==> src/rtl/irq_tick_ctrl.sv <==
// ---------------------------------------------------------------------------
// irq_tick_ctrl
//
// Interrupt controller and periodic system tick for the MMU09 SBC. It sits
// between the peripheral interrupt pins and the 6809 IRQ/FIRQ inputs.
// Four CPU-visible registers live in the $FE9x I/O window.
//
// Source numbering (pend bits): 0 tick, 1 UART, 2 CH375, 3 RTC.
//
// Register map (i_addr):
//   0 STATUS  R: {any_irq, any_firq, 2'b0, pend[3:0]}
//             W: write-1-to-clear pend[0] and pend[3]
//   1 MASK    R/W bits 3:0 source enables, bits 7:4 read 0
//   2 ROUTE   R/W bits 3:0, 1 = FIRQ, 0 = IRQ (reset 8'h04)
//   3 TICKCNT R tick count; any write clears it
//
// Ports:
//   i_eclk     6809 E clock, all state changes on its rising edge
//   i_reset    synchronous reset, active low
//   i_sel      decoder select for the $FE9x window
//   i_rw       6809 R/W (1 = read, 0 = write)
//   i_addr     register select (A1:A0)
//   i_data     CPU write data
//   o_data     CPU read data (8'h00 while o_doe is low)
//   o_doe      read-data drive enable
//   i_uartirq  UART interrupt, active low level
//   i_chirq    CH375 interrupt, active low level
//   i_rtcirq   RTC interrupt, active low, falling edge is the event
//   irq_n      registered 6809 IRQ, active low
//   firq_n     registered 6809 FIRQ, active low
// ---------------------------------------------------------------------------
module irq_tick_ctrl #(
    parameter int unsigned TICK_DIV = 40000,
    parameter int unsigned CNT_W    = 20
) (
    input  logic       i_eclk,
    input  logic       i_reset,
    input  logic       i_sel,
    input  logic       i_rw,
    input  logic [1:0] i_addr,
    input  logic [7:0] i_data,
    output logic [7:0] o_data,
    output logic       o_doe,
    input  logic       i_uartirq,
    input  logic       i_chirq,
    input  logic       i_rtcirq,
    output logic       irq_n,
    output logic       firq_n
);

    typedef enum logic [1:0] {
        REG_STATUS  = 2'd0,
        REG_MASK    = 2'd1,
        REG_ROUTE   = 2'd2,
        REG_TICKCNT = 2'd3
    } reg_e;

    localparam logic [CNT_W-1:0] DIV_LAST = CNT_W'(TICK_DIV - 1);

    // Synchroniser chains: bit 0 is the first stage, bit 1 the second.
    logic [1:0]       uart_sync;
    logic [1:0]       ch_sync;
    logic [1:0]       rtc_sync;

    logic [CNT_W-1:0] div;
    logic             tick_last;

    logic             tick_pend;
    logic             rtc_pend;
    logic             rtc_fall;
    logic [3:0]       pend;

    logic [3:0]       mask;
    logic [3:0]       route;
    logic [7:0]       tick_cnt;

    logic             wr_en;
    logic             wr_status;
    logic             wr_mask;
    logic             wr_route;
    logic             wr_tickcnt;

    logic             any_irq;
    logic             any_firq;
    logic [7:0]       rd_data;

    // Upper write-data bits have no register behind them.
    logic             unused_data;
    assign unused_data = ^i_data[7:4];

    // -----------------------------------------------------------------------
    // Input synchronisers
    // -----------------------------------------------------------------------
    always_ff @(posedge i_eclk) begin
        if (!i_reset) begin
            uart_sync <= '1;
            ch_sync   <= '1;
            rtc_sync  <= '1;
        end else begin
            uart_sync <= {uart_sync[0], i_uartirq};
            ch_sync   <= {ch_sync[0],   i_chirq};
            rtc_sync  <= {rtc_sync[0],  i_rtcirq};
        end
    end

    // Falling edge of the synchronised RTC line, detected on the edge at
    // which the second stage goes low so the RTC keeps the same
    // pin-to-output latency as the level sources.
    assign rtc_fall = rtc_sync[1] & ~rtc_sync[0];

    // -----------------------------------------------------------------------
    // Tick divider
    // -----------------------------------------------------------------------
    assign tick_last = (div == DIV_LAST);

    always_ff @(posedge i_eclk) begin
        if (!i_reset) begin
            div <= '0;
        end else if (tick_last) begin
            div <= '0;
        end else begin
            div <= div + CNT_W'(1);
        end
    end

    // -----------------------------------------------------------------------
    // Register write decode
    // -----------------------------------------------------------------------
    assign wr_en      = i_sel & ~i_rw;
    assign wr_status  = wr_en & (reg_e'(i_addr) == REG_STATUS);
    assign wr_mask    = wr_en & (reg_e'(i_addr) == REG_MASK);
    assign wr_route   = wr_en & (reg_e'(i_addr) == REG_ROUTE);
    assign wr_tickcnt = wr_en & (reg_e'(i_addr) == REG_TICKCNT);

    // -----------------------------------------------------------------------
    // Latched pending bits (tick and RTC). A new event in the same cycle
    // as a write-1-to-clear keeps the bit set.
    // -----------------------------------------------------------------------
    always_ff @(posedge i_eclk) begin
        if (!i_reset) begin
            tick_pend <= 1'b0;
            rtc_pend  <= 1'b0;
        end else begin
            tick_pend <= tick_last | (tick_pend & ~(wr_status & i_data[0]));
            rtc_pend  <= rtc_fall  | (rtc_pend  & ~(wr_status & i_data[3]));
        end
    end

    // UART and CH375 are pure level sources with no latch.
    assign pend = {rtc_pend, ~ch_sync[1], ~uart_sync[1], tick_pend};

    // -----------------------------------------------------------------------
    // MASK, ROUTE, TICKCNT
    // -----------------------------------------------------------------------
    always_ff @(posedge i_eclk) begin
        if (!i_reset) begin
            mask  <= '0;
            route <= 4'h4;
        end else begin
            if (wr_mask) begin
                mask <= i_data[3:0];
            end
            if (wr_route) begin
                route <= i_data[3:0];
            end
        end
    end

    // A clear and a tick in the same cycle leave the count at 1.
    always_ff @(posedge i_eclk) begin
        if (!i_reset) begin
            tick_cnt <= '0;
        end else if (tick_last) begin
            tick_cnt <= (wr_tickcnt ? 8'd0 : tick_cnt) + 8'd1;
        end else if (wr_tickcnt) begin
            tick_cnt <= '0;
        end
    end

    // -----------------------------------------------------------------------
    // Interrupt outputs
    // -----------------------------------------------------------------------
    assign any_irq  = |(pend & mask & ~route);
    assign any_firq = |(pend & mask &  route);

    // Both outputs update on the same edge, so a ROUTE change moves an
    // active source from one line to the other without an overlap cycle.
    always_ff @(posedge i_eclk) begin
        if (!i_reset) begin
            irq_n  <= 1'b1;
            firq_n <= 1'b1;
        end else begin
            irq_n  <= ~any_irq;
            firq_n <= ~any_firq;
        end
    end

    // -----------------------------------------------------------------------
    // Read path
    // -----------------------------------------------------------------------
    assign o_doe = i_sel & i_rw;

    always_comb begin
        rd_data = '0;
        if (o_doe) begin
            case (reg_e'(i_addr))
                REG_STATUS:  rd_data = {any_irq, any_firq, 2'b00, pend};
                REG_MASK:    rd_data = {4'h0, mask};
                REG_ROUTE:   rd_data = {4'h0, route};
                REG_TICKCNT: rd_data = tick_cnt;
                default:     rd_data = '0;
            endcase
        end
    end

    assign o_data = rd_data;

endmodule
==> config.mk <==
export PLATFORM = sky130hd
export DESIGN_NAME = irq_tick_ctrl
export DESIGN_NICKNAME = d
export VERILOG_FILES = /design/src/rtl/irq_tick_ctrl.sv
export SDC_FILE = /design/constraint.sdc
export NUM_CORES = 1
export LEC_CHECK = 0
export ABC_AREA = 1
export CELL_PAD_IN_SITES_DETAIL_PLACEMENT = 0
export CELL_PAD_IN_SITES_GLOBAL_PLACEMENT = 1
export CORE_ASPECT_RATIO = 0.75
export CORE_MARGIN = 2
export CORE_UTILIZATION = 40
export CTS_BUF_LIST = sky130_fd_sc_hd__clkbuf_8
export CTS_CLUSTER_DIAMETER = 80
export DETAILED_ROUTE_END_ITERATION = 16
export PLACE_DENSITY = 0.8
export SYNTH_ARGS = -nofsm -noshare
export SYNTH_HDL_FRONTEND = slang
export SYNTH_SLANG_ARGS = --single-unit
export TNS_END_PERCENT = 10
==> constraint.sdc <==
create_clock -name i_eclk -period 2 [get_ports i_eclk]
set_input_delay 0.4 -clock i_eclk [delete_from_list [all_inputs] [get_ports i_eclk]]
set_output_delay 0.4 -clock i_eclk [all_outputs]
set_load 0.1 [all_outputs]
### After elaboration in Yosys (flattened, before gate mapping)

Index checks and enable logic that the tools add are counted.

* output and inout bits: 11
* flip-flop bits (word level): 46

* equality and inequality tests: 4
* bitwise operators: 26
* muxes and demuxes: 4
* reductions and logical operators: 4
* $add $sub $neg: 2

Operator list (count)
* $pmux 8 s4: 1
* $mux 8: 3
* $add 20x1->20 const B: 1
* $eq 20x16->1 const B: 1
* $and 4x4->4: 3
* $and 1x1->1: 11
* $not 1->1: 9
* $add 8x1->8 const B: 1
* $reduce_or 4->1: 2
* $eq 2x2->1 const B: 2
* $not 4->4: 1
* $eq 2x1->1 const B: 1
* $logic_not 2->1: 1
* $or 1x1->1: 2
* $reduce_or 2->1: 1

### Logic depth before layout (Yosys ltp)

Gate-level depths: netlist (run 1).

* word-level depth: 7
* gate-level depth with buffers: 12
* mapped depth without buffers: 12

### Worst setup path after synthesis (run 1)

OpenSTA, ideal clock, no wires.

* kind: input port to output port
* start point: input i_rw
* end point: output o_data[2]
* arrival: 2.915 ns
* path slack: -1.315 ns
* stages on the path: 4
* cells stage by stage: nand2_1 inv_1 o21ai_0 a31oi_1

* word-level cells in the longest chain between the ends: 2

RTL lines
* from (decl): RTL line 39 `input logic i_rw,`
* $and 1x1->1: RTL line 201 `assign o_doe = i_sel & i_rw;`
* net o_doe: RTL line 43 `output logic o_doe,`
* $mux 8: RTL line 205 `if (o_doe) begin`
* to (decl): RTL line 42 `output logic [7:0] o_data,`

The timed path passes the listed nets, and every way through them passes these cells.

### Worst setup path after layout (run 1)

* start point: input i_addr[0]
* end point: output o_data[1]

* word-level cells in the longest chain between the ends: 3

RTL lines
* from (decl): RTL line 40 `input logic [1:0] i_addr,`
* $eq 2x2->1 (tied with other cells): RTL line 206 `case (reg_e'(i_addr))`
* $pmux 8 s4 *: RTL line 206
* $mux 8 *: RTL line 205

Mark *: on every way between the ends. The rest lies on a longest branch, timed or not.

==> impl_metrics.env, run 1 <==
export IMPL_grt_pass1_wl_mm=9.74
export IMPL_grt_use_total_pct=18.7
export IMPL_fp_dieH_um=71.1
export IMPL_cp_start_kind="primary input"
export IMPL_grt_setup_unrepaired="true"
export IMPL_cp_max_fo=7
export IMPL_synthToLayoutAreaGrowth_pct=29.8
export IMPL_ys_seq_elements=46
export IMPL_async_flop_share_pct=0
export IMPL_clock_root_buffer="clkbuf_8"
export IMPL_cts_tree="done"
export IMPL_pwr_density_cell_mw_per_mm2=591
export IMPL_ys_types=39
export IMPL_cts_path_max_buffers=2
export IMPL_seq_area_frac_synth_pct=38.4
export IMPL_numCtsBuffers=5
export IMPL_drive_above_1_share_pct=22.8
export IMPL_dp_cells=456
export IMPL_worstReg2RegStart="div[0]$_SDFF_PP0_"
export IMPL_vias=2208
export IMPL_grt_overflow=0
export IMPL_ant_nets=0
export IMPL_worst_slew_pin_slew_ps=422
export IMPL_cpLargestDelayFamily="buffers and inverters"
export IMPL_die_area_mm2=0.00664
export IMPL_drt_iter0_markers=112
export IMPL_detail_route_wl_per_cell_um=12.2
export IMPL_period_share_pct=97.4
export IMPL_power_leakage_nw=1.24
export IMPL_core_mm2=0.00580
export IMPL_syn_avg_cell_area_um2=7.02
export IMPL_place_area_mm2=0.00299
export IMPL_hold_viol_final=0
export IMPL_path_class="primary input to output port"
export IMPL_synth_cells=342
export IMPL_io_pins=28
export IMPL_synth_largest_area_cell="dfxtp_1"
export IMPL_initial_core_util_pct=41.4
export IMPL_post_place_ws_ps=-231
export IMPL_worst_path_buf_inv=5
export IMPL_syn_area_mm2=0.00240
export IMPL_die_w_um=93.5
export IMPL_final_setup_skew_ps=4.04
export IMPL_grt_max_degree=21
export IMPL_min_from="uart_sync[0]$_SDFF_PN1_"
export IMPL_vias_per_cell=4.76
export IMPL_clk_latency_ps=300
export IMPL_ctsHoldBuffers=0
export IMPL_clkTransAtPathRegs_ps=90
export IMPL_setup_ws_ps=52.8
export IMPL_cts_setup_buffers=0
export IMPL_drv_slew=0
export IMPL_pwr_share_seq_pct=51.4
export IMPL_yosys_warnings=0
export IMPL_max_freq_mhz=514
export IMPL_gp_congestion=0.892
export IMPL_cpMaxStageDelayCell="dlygate4sd2_1"
export IMPL_nFillCells=579
export IMPL_ctsHtreeMaxLevel=2
export IMPL_synth_area_top_cells="dfxtp_1 (38%), nand2_1 (9.8%), nor2_1 (9.5%)"
export IMPL_finalNonFillerCells=464
export IMPL_final_min_clock_period_ps=1950
export IMPL_syn_nets=361
export IMPL_hpwl_mm=4.43
export IMPL_rows=24
export IMPL_cp_required_ps=1600
export IMPL_ir_drop_mv=0.420
export IMPL_startpoint="i_addr[0]"
export IMPL_max_cap_violations=0
export IMPL_hp_class="register to register"
export IMPL_synth_top_area_share_pct=38.4
export IMPL_pwr_share_clk_pct=39.2
export IMPL_crit_chain="dlygate4sd2_1, nor2_1, buf_4, inv_1, buf_4, a21oi_4, buf_12"
export IMPL_arrival_ps=1550
export IMPL_antenna_found_initial=0
export IMPL_portBuffers=23
export IMPL_synth_flop_cell="dfxtp_1"
export IMPL_grt_pass1_vias=2054
export IMPL_netSwitchingFraction_pct=25.2
export IMPL_setup_worst_path_end_class="output port"
export IMPL_p_total_mw=1.84
export IMPL_nets=404
export IMPL_routed_wl_mm=5.67
export IMPL_pwr_share_comb_pct=9.4
export IMPL_cp_slowest_stage_delay_ps=290
export IMPL_cts_sinks=46
export IMPL_intPower_mw=1.38
export IMPL_relSlewSlack_pct=71.7
export IMPL_drc=0
export IMPL_cpMostUsedCell="buf_4"
export IMPL_stdcell_area_mm2=0.00312
export IMPL_first_pass_iters=5
export IMPL_setup_viol=0
export IMPL_outcome="finished, final reports clean"
export IMPL_power_switching_uw=464
export IMPL_synth_edf_count=0
export IMPL_antenna_cells=0
export IMPL_setup_tns_final_ps=0
==> per-stage QoR <==
step | utilization [%] | hold slack, ps
finish | 53.8 | 419
global route | 53.8 | 433
CTS | 53.6 | 423
detailed placement | 51.6 | 400
global placement | 51.6 | 395
floorplan | - | 392
==> cell usage after synthesis (4+ instances only) <==
cell / instances
nor2_1: 61
nand4_1: 6
nor3_1: 8
nor2_2: 5
dfxtp_1: 46
inv_1: 42
nand3_1: 16
or2_2: 5
nand3b_1: 4
inv_2: 5
nand2_2: 8
a21oi_1: 18
o21ai_0: 14
nand2_1: 63
==> layout make-up <==
class	instances	area [µm²]	area share, %
multi-input combinational	243	1360	43.6
sequential	46	921	29.6
timing repair buffer	40	434	13.9
inverter	49	190	6.10
tap	78	97.6	3.13
clock buffer	5	68.8	2.21
clock inverter	3	45.0	1.45
==> cells by family (layout without fill, tap and decap cells) <==
logic type      Yosys count  after routing  synth area share [%]
compound gates           45             45                  10.5
fa+ha+maj                 2              2                  1.04
buf+inv                  53             97                  9.01
simple gates            191            191                  39.2
xor+xnor                  5              5                  1.82
flops                    46             46                  38.4
==> worst paths after layout <==
path	slack, ps	end	cells past startpoint
setup / recovery	50	o_data[1]	7
hold / removal	420	uart_sync[1]$_SDFF_PN1_	1
setup reg to reg	300	div[16]$_SDFF_PP0_	8
hold reg to reg	420	uart_sync[1]$_SDFF_PN1_	1
==> flip-flops by register name, indices dropped and copies added, names as in the netlist <==
register and cells:
firq_n 1, uart_sync 2, ch_sync 2, irq_n 1, tick_cnt 8, rtc_pend 1, div 20, rtc_sync 2
route 4, mask 4, tick_pend 1
==> power groups by stage <==
| stage | sequential (mW) | combinational [mW] | clock [mW] |
|---|---|---|---|
| final | 0.945 | 0.173 | 0.722 |
| after global routing | 0.948 | 0.188 | 0.769 |
| after CTS | 0.945 | 0.174 | 0.731 |
| after detailed placement | 0.966 | 0.174 | 0 |
| after global placement | 0.965 | 0.173 | 0 |
| after floorplan | 0.965 | 0.0968 | 0 |
==> worst register-to-register path: stages, from the launching register on <==
cell and delay, ps:
dfxtp_1 370, ha_1 200, nand2_2 100, nor2_8 150, nand3_4 110, inv_2 100, nand2_2 100, nand2_2 350
nor3_1 110
==> layout by cell type, fill, tap and decap left out, drive strengths merged, types with 2 or more instances in the layout <==
| cell type | instances |
|---|---|
| nand2 | 74 |
| nor2 | 71 |
| inv | 47 |
| dfxtp | 46 |
| buf | 28 |
| nand3 | 19 |
| a21oi | 19 |
| o21ai | 17 |
| clkdlybuf4s50 | 8 |
| nor3 | 8 |
| nand4 | 6 |
| or2 | 6 |
| clkbuf | 6 |
| nand3b | 4 |
| clkinvlp | 3 |
| xor2 | 3 |
| dlygate4sd2 | 3 |
| o2111ai | 2 |
| xnor2 | 2 |
| ha | 2 |
| a41oi | 2 |
| a31oi | 2 |
| and2 | 2 |
==> layer usage <==
layer	up-vias	share of wire (%)	global-route usage, %
met2	44	37	24.6
met1	981	57	30.3
met3	7	4.8	3.62
met5	-	0	0
li1	1176	-	-
met4	0	1.1	5.07
==> what timing repair did <==
action                     in CTS  in global routing
setup endpoints to repair       8                  6
gates cloned                    0                  0
gates resized for setup         8                  4
Note: power is estimated with default switching activity, not from simulation.
==> run 2, diff against run 1 <==
SKIP_LAST_GASP = 1   (was not set)
==> impl_metrics.env, run 2 (synthesis results as in run 1) <==
export IMPL_ctsHtreeMaxLevel=2
export IMPL_cp_slowest_stage_delay_ps=320
export IMPL_routed_top_layer="met4"
export IMPL_nets=404
export IMPL_crit_chain="inv_1, nand2_1, o2111ai_1, nand2_1, a21oi_2, buf_12"
export IMPL_vias=2199
export IMPL_p_total_mw=1.83
export IMPL_max_freq_mhz=506
export IMPL_largest_reg_flops=20
export IMPL_antenna_found_initial=0
export IMPL_grt_use_total_pct=18.7
export IMPL_setup_ws_ps=21.9
export IMPL_drt_met1_wl_mm=3.22
export IMPL_setup_viol=0
export IMPL_vias_per_cell=4.74
export IMPL_rows=24
export IMPL_die_area_mm2=0.00664
export IMPL_ir_drop_mv=0.420
export IMPL_arrival_ps=1580
export IMPL_grt_setup_unrepaired="true"
export IMPL_hp_class="register to register"
export IMPL_power_switching_uw=453
export IMPL_max_cap_violations=0
export IMPL_final_cell_mix="nand2_1 (62), nor2_1 (61), dfxtp_1 (46)"
export IMPL_ant_nets=0
export IMPL_routed_wl_mm=5.67
export IMPL_gp_congestion=0.892
export IMPL_outcome="finished, final reports clean"
export IMPL_wl_met3_um=298
export IMPL_pwr_share_comb_pct=9.5
export IMPL_cp_max_fo=2
export IMPL_portBuffers=23
export IMPL_grt_pass1_vias=2054
export IMPL_dp_cells=456
export IMPL_hold_viol_final=0
export IMPL_io_pins=28
export IMPL_mostFrequentLayoutCell="nand2_1"
export IMPL_detail_route_wl_per_cell_um=12.2
export IMPL_cpMaxStageDelayCell="dfxtp_1"
export IMPL_path_class="register to output port"
export IMPL_period_share_pct=98.9
export IMPL_clk_latency_ps=300
export IMPL_ctsHoldBuffers=0
export IMPL_setup_worst_path_end_class="output port"
export IMPL_first_pass_iters=5
export IMPL_utilization_pct=53.6
export IMPL_cp_required_ps=1600
export IMPL_pwr_share_clk_pct=38.9
export IMPL_numCtsBuffers=5
export IMPL_netSwitchingFraction_pct=24.8
export IMPL_drv_slew=0
export IMPL_pwr_density_cell_mw_per_mm2=588
export IMPL_hpwl_mm=4.43
export IMPL_antenna_cells=0
export IMPL_intPower_mw=1.38
export IMPL_regMostFlops="div"
export IMPL_pwr_share_seq_pct=51.7
export IMPL_cts_path_max_buffers=2
export IMPL_setup_tns_final_ps=0
export IMPL_clock_root_buffer="clkbuf_8"
export IMPL_grt_pass1_wl_mm=9.74
export IMPL_die_w_um=93.5
export IMPL_power_leakage_nw=1.24
export IMPL_drive_above_1_share_pct=22.3
export IMPL_place_area_mm2=0.00299
export IMPL_whs_ps=419
export IMPL_relSlewSlack_pct=71.0
export IMPL_initial_core_util_pct=41.4
export IMPL_fp_dieH_um=71.1
export IMPL_core_mm2=0.00580
export IMPL_cp_start_kind="register"
export IMPL_synthToLayoutAreaGrowth_pct=29.5
export IMPL_top_regs="div x20, tick_cnt x8"
export IMPL_final_min_clock_period_ps=1980
export IMPL_cpMostUsedCell="nand2_1"
export IMPL_cts_tree="done"
export IMPL_worst_slew_pin_slew_ps=434
export IMPL_nFillCells=580
export IMPL_final_setup_skew_ps=5.63
export IMPL_grt_max_degree=21
export IMPL_cts_sinks=46
export IMPL_grt_overflow=0
export IMPL_stdcell_area_mm2=0.00311
export IMPL_drc=0
export IMPL_clkTransAtPathRegs_ps=90
export IMPL_wl_met2_mm=2.09
export IMPL_post_place_ws_ps=-231
export IMPL_finalNonFillerCells=464
export IMPL_drt_iter0_markers=142
## run 2: changes by cell type in the layout (fill, tap and decap cells not counted)
cell | before | now
o2111ai_2 | 2 | 1
inv_1 | 39 | 40
inv_2 | 7 | 6
o2111ai_1 | 0 | 1
## run 2: repair_timing
item / in CTS / in global routing
resized for setup: 8 / 2
endpoints found under the hold margin: 0 / 0
setup endpoints to repair: 8 / 6
buffers inserted: 0 / 0
## run 2: power groups by stage
stage          clock [mW]  combinational [mW]  sequential (mW)
3_3_place_gp            0               0.173            0.965
2_1_floorplan           0              0.0968            0.965
3_5_place_dp            0               0.174            0.966
6_report            0.711               0.173            0.945
4_1_cts             0.731               0.174            0.945
5_1_grt             0.769               0.187            0.948
## run 2: critical path: cells and delay by family (launching register included)
| family | cells | cell delay [ps] |
|---|---|---|
| AOI/OAI and AO/OA | 2 | 470 |
| and+or+nand+nor | 2 | 200 |
| DFF | 1 | 320 |
| buffers and inverters | 2 | 290 |
## run 2: layout make-up
class                           count  area, µm²  area share, %
Sequential cell                    46        921           29.6
Tap cell                           78       97.6           3.14
Multi-Input combinational cell    243       1350           43.5
Clock buffer                        5       68.8           2.21
Inverter                           49        190           6.12
Clock inverter                      3       45.0           1.45
Timing Repair Buffer               40        434           14.0
## run 2: worst paths after layout
check | startpoint | end | slack, ps | cells after the start
worst max register to register | div[0]$_SDFF_PP0_ | div[16]$_SDFF_PP0_ | 290 | 8
worst min register to register | uart_sync[0]$_SDFF_PN1_ | uart_sync[1]$_SDFF_PN1_ | 420 | 1
worst max-delay path | uart_sync[1]$_SDFF_PN1_ | o_data[6] | 20 | 6
worst min-delay path | uart_sync[0]$_SDFF_PN1_ | uart_sync[1]$_SDFF_PN1_ | 420 | 1
## run 2: routing by layer
metal	track usage (%)	up-vias
met5	0	-
met4	5.07	0
met3	3.62	7
met2	24.6	44
met1	30.3	971
li1	-	1177
==> run 3, diff against run 2 <==
CTS_BUF_LIST = not set   (was sky130_fd_sc_hd__clkbuf_8)
==> results of run 3 <==
Same layout as run 2: the final DEF is identical, and so are final timing and power.
